<file path="src/rtl/gray_pkg.sv">
// gray_pkg: Gray/binary conversion helpers for the up/down counter and for
// async-FIFO pointer logic.
// The functions operate on a fixed maximum-width word. Callers zero-extend
// their N-bit value into it and truncate the result back to N bits. Zero
// upper bits convert to zero in both directions, so the N-bit result is exact.
package gray_pkg;

    localparam int GRAY_MAX_W = 32;

    typedef logic [GRAY_MAX_W-1:0] gword_t;

    // b ^ (b >> 1)
    function automatic gword_t bin2gray(input gword_t b);
        return b ^ (b >> 1);
    endfunction

    // Prefix XOR starting at the MSB: bin[i] = bin[i+1] ^ gray[i]
    function automatic gword_t gray2bin(input gword_t g);
        gword_t b;
        b = '0;
        b[GRAY_MAX_W-1] = g[GRAY_MAX_W-1];
        for (int i = GRAY_MAX_W - 2; i >= 0; i--) begin
            b[i] = b[i+1] ^ g[i];
        end
        return b;
    endfunction

endpackage

</file>
<file path="src/rtl/gray_updown_counter.sv">
// gray_updown_counter: N-bit up/down counter with registered Gray and binary
// outputs. count_gray comes directly from a flop, so it is glitch-free and
// can feed a 2-flop synchroniser.
// Ports:
//   clk        rising-edge clock
//   srst       synchronous active-high reset (highest priority)
//   en         step enable, one step per cycle
//   up_dn      1 = up, 0 = down (only used when en=1)
//   load       parallel load strobe (beats en)
//   load_gray  Gray-coded load value
//   count_gray registered Gray count, always bin2gray(count_bin)
//   count_bin  registered binary count
//   wrap       one-cycle pulse after a modulo wrap step
module gray_updown_counter
    import gray_pkg::*;
#(
    parameter int          N        = 4,
    parameter bit          SATURATE = 1'b0,
    parameter int unsigned RST_VAL  = 0
) (
    input  logic         clk,
    input  logic         srst,
    input  logic         en,
    input  logic         up_dn,
    input  logic         load,
    input  logic [N-1:0] load_gray,
    output logic [N-1:0] count_gray,
    output logic [N-1:0] count_bin,
    output logic         wrap
);

    localparam logic [N-1:0] RST_BIN  = N'(RST_VAL);
    localparam logic [N-1:0] RST_GRAY = N'(bin2gray(GRAY_MAX_W'(RST_BIN)));

    logic [N-1:0] bin_nxt;
    logic [N-1:0] gray_nxt;
    logic         wrap_nxt;
    logic         at_end;

    always_comb begin
        bin_nxt  = count_bin;
        wrap_nxt = 1'b0;
        // Sitting at the terminal value for the requested direction
        at_end   = up_dn ? (count_bin == {N{1'b1}}) : (count_bin == '0);

        if (load) begin
            bin_nxt = N'(gray2bin(GRAY_MAX_W'(load_gray)));
        end else if (en) begin
            // In saturate mode a step past the terminal value is dropped
            if (!(at_end && SATURATE)) begin
                bin_nxt  = up_dn ? count_bin + N'(1) : count_bin - N'(1);
                wrap_nxt = at_end;
            end
        end

        // Gray is derived from the next binary value and then registered, so
        // no input reaches count_gray combinationally. For a load, this
        // reproduces load_gray exactly.
        gray_nxt = N'(bin2gray(GRAY_MAX_W'(bin_nxt)));
    end

    always_ff @(posedge clk) begin
        if (srst) begin
            count_bin  <= RST_BIN;
            count_gray <= RST_GRAY;
            wrap       <= 1'b0;
        end else begin
            count_bin  <= bin_nxt;
            count_gray <= gray_nxt;
            wrap       <= wrap_nxt;
        end
    end

endmodule

</file>
<file path="config.mk">
export PLATFORM = sky130hd
export DESIGN_NAME = gray_updown_counter
export DESIGN_NICKNAME = d
export VERILOG_FILES = /design/src/rtl/gray_pkg.sv /design/src/rtl/gray_updown_counter.sv
export SDC_FILE = /design/constraint.sdc
export NUM_CORES = 1
export LEC_CHECK = 0
export CAP_MARGIN = 5
export CORE_MARGIN = 5
export CORE_UTILIZATION = 30
export DETAILED_ROUTE_END_ITERATION = 12
export GPL_TIMING_DRIVEN = 0
export SETUP_SLACK_MARGIN = 0.4
export SLEW_MARGIN = 20
export SYNTH_ARGS = -nofsm -noshare
export SYNTH_HDL_FRONTEND = slang
export SYNTH_SLANG_ARGS = --single-unit
export TNS_END_PERCENT = 30
</file>
<file path="constraint.sdc">
create_clock -name clk -period 2.6 [get_ports clk]
set_input_delay 0.39 -clock clk [delete_from_list [all_inputs] [get_ports clk]]
set_output_delay 0.39 -clock clk [all_outputs]
set_load 0.01 [all_outputs]
</file>
---- After elaboration in Yosys (flattened, before gate mapping) ----
Index checks and enable logic that the tools add are counted.
word-level totals
  input port bits ......................... 9
  flip-flop bits (word level) ............. 9
operators by class
  eq/ne operators ......................... 1
  multiplexer cells ....................... 4
  bitwise logic cells ..................... 5
  reduce and logical (&&, ||, !) cells .... 2
  add/subtract/negate cells ............... 2
operators with widths
  operator                                           number
  two-way mux 4 bit                                  3
  adder 4 x 1 -> 4 bit (second input constant)       1
  equality test 4 bit (second input constant)        1
  logical NOT 4 bit                                  1
  subtractor 4 x 1 -> 4 bit (second input constant)  1
  XOR 4 x 3 -> 4 bit                                 1
  OR reduction 3 bit                                 1
  XOR 1 bit                                          3
  two-way mux 1 bit                                  1
  NOT 1 bit                                          1

---- Longest topological paths before layout ----
  depth in word-level cells ............... 5
  depth in mapped cells ................... 6
  gate-level depth less buffers ........... 6

---- Worst setup path after synthesis ----
OpenSTA, ideal clock, no wires.
  path type ............................... reg-to-reg
  start point ............................. register count_bin[0]
  end point ............................... register count_gray[2]
  library setup time ...................... 0.121 ns
  period minus slack after synthesis ...... 1.916 ns
  slack ................................... 0.684 ns
  stages on the path, launching flop included .. 7
  arrival ................................. 1.795 ns
  path through ............................ dfxtp_1 -> inv_1 -> fa_1 -> xnor2_1 -> a211o_1 -> and3_1 -> mux2_4
on the way
  longest elaborated chain between the ends .. 5
  elaborated cells between the ends (all ways) .. 6
  classes of those cells .................. 2 x add/sub; 3 x mux; 1 x bitwise
ends and longest elaborated chain
  element                                                                   RTL line                   text
  start: declaration                                                        gray_updown_counter.sv:28  output logic [N-1:0] count_bin,
  start signal: assignment                                                  gray_updown_counter.sv:68  count_bin <= bin_nxt;
  subtractor 4 x 1 -> 4 bit / adder 4 x 1 -> 4 bit (equally long branches)  gray_updown_counter.sv:51  bin_nxt = up_dn ? count_bin + N'(1) : count_bin - N'(1);
  two-way mux 4 bit *                                                       gray_updown_counter.sv:51
  two-way mux 4 bit *                                                       gray_updown_counter.sv:48  end else if (en) begin
  two-way mux 4 bit *                                                       gray_updown_counter.sv:46  if (load) begin
  XOR 4 x 3 -> 4 bit *                                                      gray_pkg.sv:14             return b ^ (b >> 1);
  end signal: assignment                                                    gray_updown_counter.sv:69  count_gray <= gray_nxt;
  end: declaration                                                          gray_updown_counter.sv:27  output logic [N-1:0] count_gray,
Every way passes the cells marked *; elsewhere a longest branch is shown, timed or not.
A chain may end at the register's enable or synchronous reset.

---- Final worst setup path ----
  start point ............................. input port up_dn
  end point ............................... register count_gray[2]
on the way
  longest elaborated chain between the ends .. 4
ends and longest elaborated chain
  element             RTL line                   text
  start: declaration  gray_updown_counter.sv:24  input logic up_dn,
  two-way mux 4 bit   gray_updown_counter.sv:51
  two-way mux 4 bit   gray_updown_counter.sv:48
  two-way mux 4 bit   gray_updown_counter.sv:46
  XOR 4 x 3 -> 4 bit  gray_pkg.sv:14
Every way passes these cells.

==> flow_metrics.tcl <==
set metrics [dict create \
    status "finished, final reports clean" \
    crit_path_end_kind "flop" \
    yosysSeqAreaShare 0.290 \
    drt-total-wl_mm 1.13 \
    tns_ps 0 \
    ios 18 \
    grtUsageMet2 0.153 \
    drive_gt1_frac 0.114 \
    clock_sinks 8 \
    grt_pass1_vias 460 \
    start_util 0.316 \
    core_sq_um 1750 \
    use_met3 0.0507 \
    insertion_delay_ps 250 \
    pwr-share-clk 0.239 \
    antenna_found_initial 0 \
    powerDensity_nw_per_um2 510 \
    whs_ps 477 \
    cts_buffers 3 \
    worst_slack_ps 555 \
    setup.worst_path.end "count_gray[2]$_SDFF_PP0_" \
    grt_use_total 0.0969 \
    grt_pass1_wl_mm 1.94 \
    period_needed_ps 2050 \
    cts_tree "done" \
    hold_viol 0 \
    routedWlPerCell_um 10.9 \
    port_buffers 16 \
    fmaxAchievable_mhz 489 \
    peakVddDrop_uv 284 \
    clock-root-buffer "clkbuf_4" \
    avgSynthCellArea_sq_um 9.20 \
    drc 0 \
    seqPwrFrac 0.382 \
    final_nets 93 \
    synth_ff_type "dfxtp_1" \
    synth.distinct_cells 33 \
    h-tree-depth 1 \
    antenna_left 0 \
    sw_frac_of_total 0.301 \
    place_congestion 0.796 \
    placed_cells 101 \
    viasPerCell 4.58 \
    fp.dieH_um 52.9 \
    rows 15 \
    r2r.worst_path.cells 6 \
    grt-ovfl-total 0 \
    power_frac_comb 0.379 \
    die_w_um 52.9 \
    syn-cell-area_sq_um 552 \
    r2r-start "count_bin[0]$_SDFF_PP0_" \
    syn-num-nets 72 \
    via_count 476 \
    dp_slack_ps 46.4 \
    min_path_type "in -> reg" \
    clockBufferDepth 2 \
    criticalPathCategory "in -> reg" \
    crit_required_ps 2740 \
    startpoint_type "primary input" \
    crit_arrival_ps 2180 \
    power_leakage_nw 0.329 \
    cts_setup_buffers 0 \
    synth-async-reset-ratio 0 \
    final-instance-count-excl-fill 104 \
    crit_start "up_dn" \
    maxCapViolCount 0 \
    gr-max-usage-layer "met2" \
    switching_power_mw 0.117 \
    totalPowerFinal_mw 0.390 \
    reg2reg_to "count_gray[2]$_SDFF_PP0_" \
    synth-seq-cells 8 \
    area.growth.synth_to_final_pct 38.5 \
    rsz0062_at_grt "no" \
    synth-edff-count 0 \
    nFillCells 182 \
    relSlewSlack 0.773 \
    met1_usage 0.118 \
    setup_viol 0 \
    skew_ps 4.93 \
    dr.first_iter.drc_count 5 \
    worst_pin_slew_ps 338 \
    layout_worst_path_cycle_share 0.787 \
    n_antenna_cell 0 \
    ys_warn_count 0 \
    p_int_mw 0.272 \
    drt_pass1_iterations 4 \
    path_max_fanout 8 \
    grt_max_degree 11 \
    die_area_sq_um 2800 \
    synthCells 60 \
    path_clk_slew_ps 50 \
    r2r_setup_slack_ps 590 \
    report.final.slew_viol_count 0 \
]
## metrics by stage
stage / instance area (sq um) / utilization
after CTS: 764 / 0.438
after global routing: 764 / 0.438
after global placement: 743 / 0.426
after floorplan: 552 / -
final: 764 / 0.438
after detailed placement: 743 / 0.426
## routing by layer
layer  vias to the layer above  part of all wire
met5                         -                 0
met4                         0                 0
met3                         0             0.080
met2                        13              0.46
met1                       207              0.46
li1                        256                 -
## how the worst min path moves through the flow
stage | from | endpoint | slack [ps] | cells after the start
after global placement | count_bin[1]$_SDFF_PP0_ | wrap$_SDFF_PP0_ | 650 | 2
after CTS | en | wrap$_SDFF_PP0_ | 470 | 2
after floorplan | srst | count_gray[3]$_SDFF_PP0_ | 460 | 1
final | en | wrap$_SDFF_PP0_ | 480 | 2
after global routing | en | wrap$_SDFF_PP0_ | 470 | 2
after detailed placement | count_bin[1]$_SDFF_PP0_ | wrap$_SDFF_PP0_ | 640 | 2
## timing repair
action | 4_1_cts | 5_1_grt
hold buffers | 0 | 0
endpoints found under the setup margin | 1 | 0
endpoints found under the hold margin | 0 | 0
gates resized for setup | 1 | 0
## layout make-up
cell class | instances | area (sq um) | share of cell area
well taps | 25 | 31.3 | 0.0409
multi-input cells | 44 | 353 | 0.462
plain buffers | 3 | 20.0 | 0.0262
repair buffers | 16 | 159 | 0.208
clock buffers | 3 | 22.5 | 0.0295
flip-flops and latches | 8 | 160 | 0.209
inverters | 5 | 18.8 | 0.0245
## cell families after synthesis
| kind of cell | Yosys count | share of synthesized area |
|---|---|---|
| DFF | 8 | 0.290 |
| AOI/OAI and AO/OA | 13 | 0.200 |
| buffers and inverters | 8 | 0.0703 |
| muxes | 2 | 0.0476 |
| and+or+nand+nor | 19 | 0.200 |
| adders and majority gates | 3 | 0.0816 |
| xor gates and xnor gates | 7 | 0.111 |
## sequential cells by signal, summed over array words and instances, names as in the netlist
name        cells
count_bin       3
count_gray      4
wrap            1
## placed cells by master, fill, tap and decap left out, types with 2 or more instances in the layout
cell and count:
clkdlybuf4s50_1 15, xnor2_1 3, inv_1 5, nor2_1 6
a21o_1 2, dfxtp_1 8, xor2_1 4, a21oi_1 2
clkbuf_4 3, a211oi_1 3, ha_1 2, buf_4 2
## cells in the mapped netlist, types with 2 or more instances
cell      n  area [sq um]
ha_1      2          25.0
a21oi_1   2          10.0
a21o_1    2          15.0
inv_1     5          18.8
nor2_1    6          22.5
dfxtp_1   8           160
a211oi_1  3          22.5
xnor2_1   3          26.3
buf_4     2          15.0
xor2_1    4          35.0
## power groups by stage
stage | Sequential [mW] | Combinational [mW] | Clock, mW
4_1_cts | 0.149 | 0.149 | 0.0979
2_1_floorplan | 0.156 | 0.0850 | 0
3_5_place_dp | 0.151 | 0.149 | 0
3_3_place_gp | 0.151 | 0.150 | 0
6_report | 0.149 | 0.148 | 0.0930
5_1_grt | 0.152 | 0.164 | 0.106
## worst max-delay path, cell delays in order
cell           delay [ps]
dlygate4sd2_1         370
inv_1                 110
ha_1                  370
xnor2_1               170
a211o_1               320
and3_1                200
mux2_4                250
No activity file was read; power rests on OpenSTA's default activity.
==> RTL edit, RTL diff (same settings) <==
The output `count_gray` loses its register stage (`count_gray` becomes a continuous assignment). Comments in the files are not updated.
--- a/src/rtl/gray_updown_counter.sv
+++ b/src/rtl/gray_updown_counter.sv
@@ -62,14 +62,14 @@
     always_ff @(posedge clk) begin
         if (srst) begin
             count_bin  <= RST_BIN;
-            count_gray <= RST_GRAY;
             wrap       <= 1'b0;
         end else begin
             count_bin  <= bin_nxt;
-            count_gray <= gray_nxt;
             wrap       <= wrap_nxt;
         end
     end
 
+    assign count_gray = gray_nxt;
+
 endmodule
 
Behaviour: not the same (Yosys sat finds a counterexample within 4 cycles, from zero or initial values and one cycle with srst high).
==> RTL edit against the original RTL <==
Wire length rose by 12%. Sequential cell count is 3 lower. Sequential share of layout area decreased by 6.1 points. Setup slack got worse by 0.21 ns. First-iteration DRC count decreased by 80%. Via count increased by 4.6%. Clock power decreased by 3.9%. Power decreased by 5.6%. Design area is 3.3% lower. Area after synthesis decreased by 17%.
==> RTL edit: results (changes against the original RTL) <==
| Metric | Value |
|---|---|
| Syn Nets | `67 (-6.9%)` |
| Synth area leaders | `dfxtp_1 22%, xnor2_1 13%, a21oi_1 5.5%` |
| Setup Skew | `0.00148 ns (-0.00345 ns)` |
| DR vias/cell | `5.24 (+15%)` |
| R2R setup slack | `1.01 ns (+0.42 ns)` |
| Netlist cell types | `29 (-12%)` |
| Leakage power | `0.294 nW (-11%)` |
| Main flop type after synthesis | `dfxtp_1` |
| Fraction of layout cells with a size suffix above 1 | `0.380 (+0.266)` |
| Tot GR Track Use | `0.118 (+0.0208)` |
| N_diodes | `0 (unchanged)` |
| Min-Delay Path Class | `in -> reg` |
| Initial antenna violation count | `0 (unchanged)` |
| Dpl cells | `87 (-14%)` |
| Top cells by count, synth | `7 x xnor2_1, 5 x a21oi_1, 5 x dfxtp_1, 5 x nor2_1, 4 x inv_1` |
| Largest net degree at the start of global routing | `11 (unchanged)` |
| Skew-Pair Late Insertion Delay | `between 0.2 and 0.25 ns` |
| CTS Buffer Depth | `2 (unchanged)` |
| First-pass GRT wire length | `2.17 mm (+12%)` |
| Iter 0 DRT Violations | `1 (-4)` |
| Dpl hpwl | `between 800 and 900 microns` |
| Nets | `92 (-1.1%)` |
| Max_slew headroom | `0.767 (-0.00569)` |
| Per-cell routed wire length | `13.3 microns (+23%)` |
| DRT Wirelength | `1.27 mm (+12%)` |
| Number of global-route vias before repair | `535 (+16%)` |
| Routability cong. | `0.699 (-12%)` |
| Biggest regs | `count_bin: 4 flops, wrap: 1 flops` |
| Switching Fraction | `0.338 (+0.0368)` |
| Num CTS Buffers | `3 (unchanged)` |
| Root Buffer | `clkbuf_4` |
| Synth Warn # | `0 (unchanged)` |
| Outcome | `finished clean` |
| Post-synth ARST share | `0 (unchanged)` |
| Post-synthesis sequential area ratio | `0.220 (-0.0705)` |
| CTS HTree Levels | `1 (unchanged)` |
| Worst vdd ir | `0.000286 V (+0.82%)` |
| Critical path fanouts, max | `4 (-4)` |
| IO buf count | `16 (unchanged)` |
| Syn_area_per_cell | `8.28 sq um (-10%)` |
| Crit path DAT | `1.87 ns (-0.31 ns)` |
| Worst hold slack | `0.491 ns (+0.0147 ns)` |
| Clock Pin Slew Worst Setup and Hold Paths | `about 0.04 ns` |
| Number of iterations in the first detailed-routing pass | `2 (-2)` |
[RTL edit: cell types whose count changed in the layout (fill, tap and decap cells not counted), sizes merged, moves of 2 or more]
cell	before	now
buf	3	10
clkdlybuf4s50	15	10
xnor2	3	7
a21oi	2	5
dfxtp	8	5
xor2	4	1
clkbuf	3	5
mux2	2	0
[RTL edit: power by group through the flow]
stage / combinational (mW) / sequential [mW] / clock, mW
5_1_grt: 0.199 / 0.0968 / 0.102
3_5_place_dp: 0.159 / 0.0968 / 0
3_3_place_gp: 0.159 / 0.0971 / 0
6_report: 0.182 / 0.0958 / 0.0894
4_1_cts: 0.182 / 0.0953 / 0.0957
2_1_floorplan: 0.0885 / 0.0969 / 0
[RTL edit: repair_timing]
action                     CTS  global route
pin swaps                    6             0
cloned                       0             0
buffers inserted             4             0
setup endpoints to repair    4             4
resized for setup           40             0
[RTL edit: cell type report]
| type | count | area [sq um] |
|---|---|---|
| Tap cell | 16 | 20.0 |
| Sequential cell | 5 | 110 |
| Buffer | 3 | 20.0 |
| Inverter | 4 | 17.5 |
| Fill cell | 162 | 732 |
| Multi-Input combinational cell | 43 | 373 |
| Timing Repair Buffer | 20 | 173 |
| Clock buffer | 4 | 26.3 |
[RTL edit: path summary, 6_finish.rpt]
check / cells past startpoint / startpoint / end
worst max-delay path: 8 / count_bin[1] / count_gray[2]
worst min-delay path: 2 / en / wrap
worst max register to register: 7 / count_bin[1] / count_bin[2]
worst min register to register: 3 / count_bin[3] / count_bin[3]
[RTL edit: through the flow]
step / util / total power [mW] / setup WS (ns) / cell area, sq um / TNS [ns]
global placement: 0.432 / 0.256 / -0.655 / 636 / -2.07
floorplan: - / 0.185 / 0.507 / 455 / 0
CTS: 0.503 / 0.373 / 0.344 / 739 / 0
detailed placement: 0.432 / 0.256 / -0.651 / 636 / -2.02
global route: 0.503 / 0.398 / 0.240 / 739 / 0
finish: 0.503 / 0.368 / 0.340 / 739 / 0
[RTL edit: logic make-up after synthesis]
group           Yosys count  share of synthesized area
buf+inv                   7                     0.0741
fa+ha+maj                 3                     0.0989
compound gates           13                      0.203
flops                     5                      0.220
simple gates             19                      0.250
xor+xnor                  8                      0.154
[RTL edit: routing by layer]
| metal | global-route usage | routed length (microns) | up-vias | share of wire |
|---|---|---|---|---|
| li1 | - | - | 244 | - |
| met1 | 0.119 | 541 | 235 | 0.43 |
| met2 | 0.200 | 639 | 14 | 0.50 |
| met3 | 0.0214 | 38 | 5 | 0.030 |
| met4 | 0.108 | 46 | 0 | 0.036 |
| met5 | 0 | 0 | - | 0 |
[RTL edit: worst max-delay path, cell delays in order, from the launching register on]
cell	delay, ns
dfxtp_4	0.37
inv_4	0.04
fa_2	0.36
xnor2_2	0.15
a211oi_2	0.21
a21oi_2	0.07
buf_4	0.16
xnor2_2	0.12
buf_2	0.15
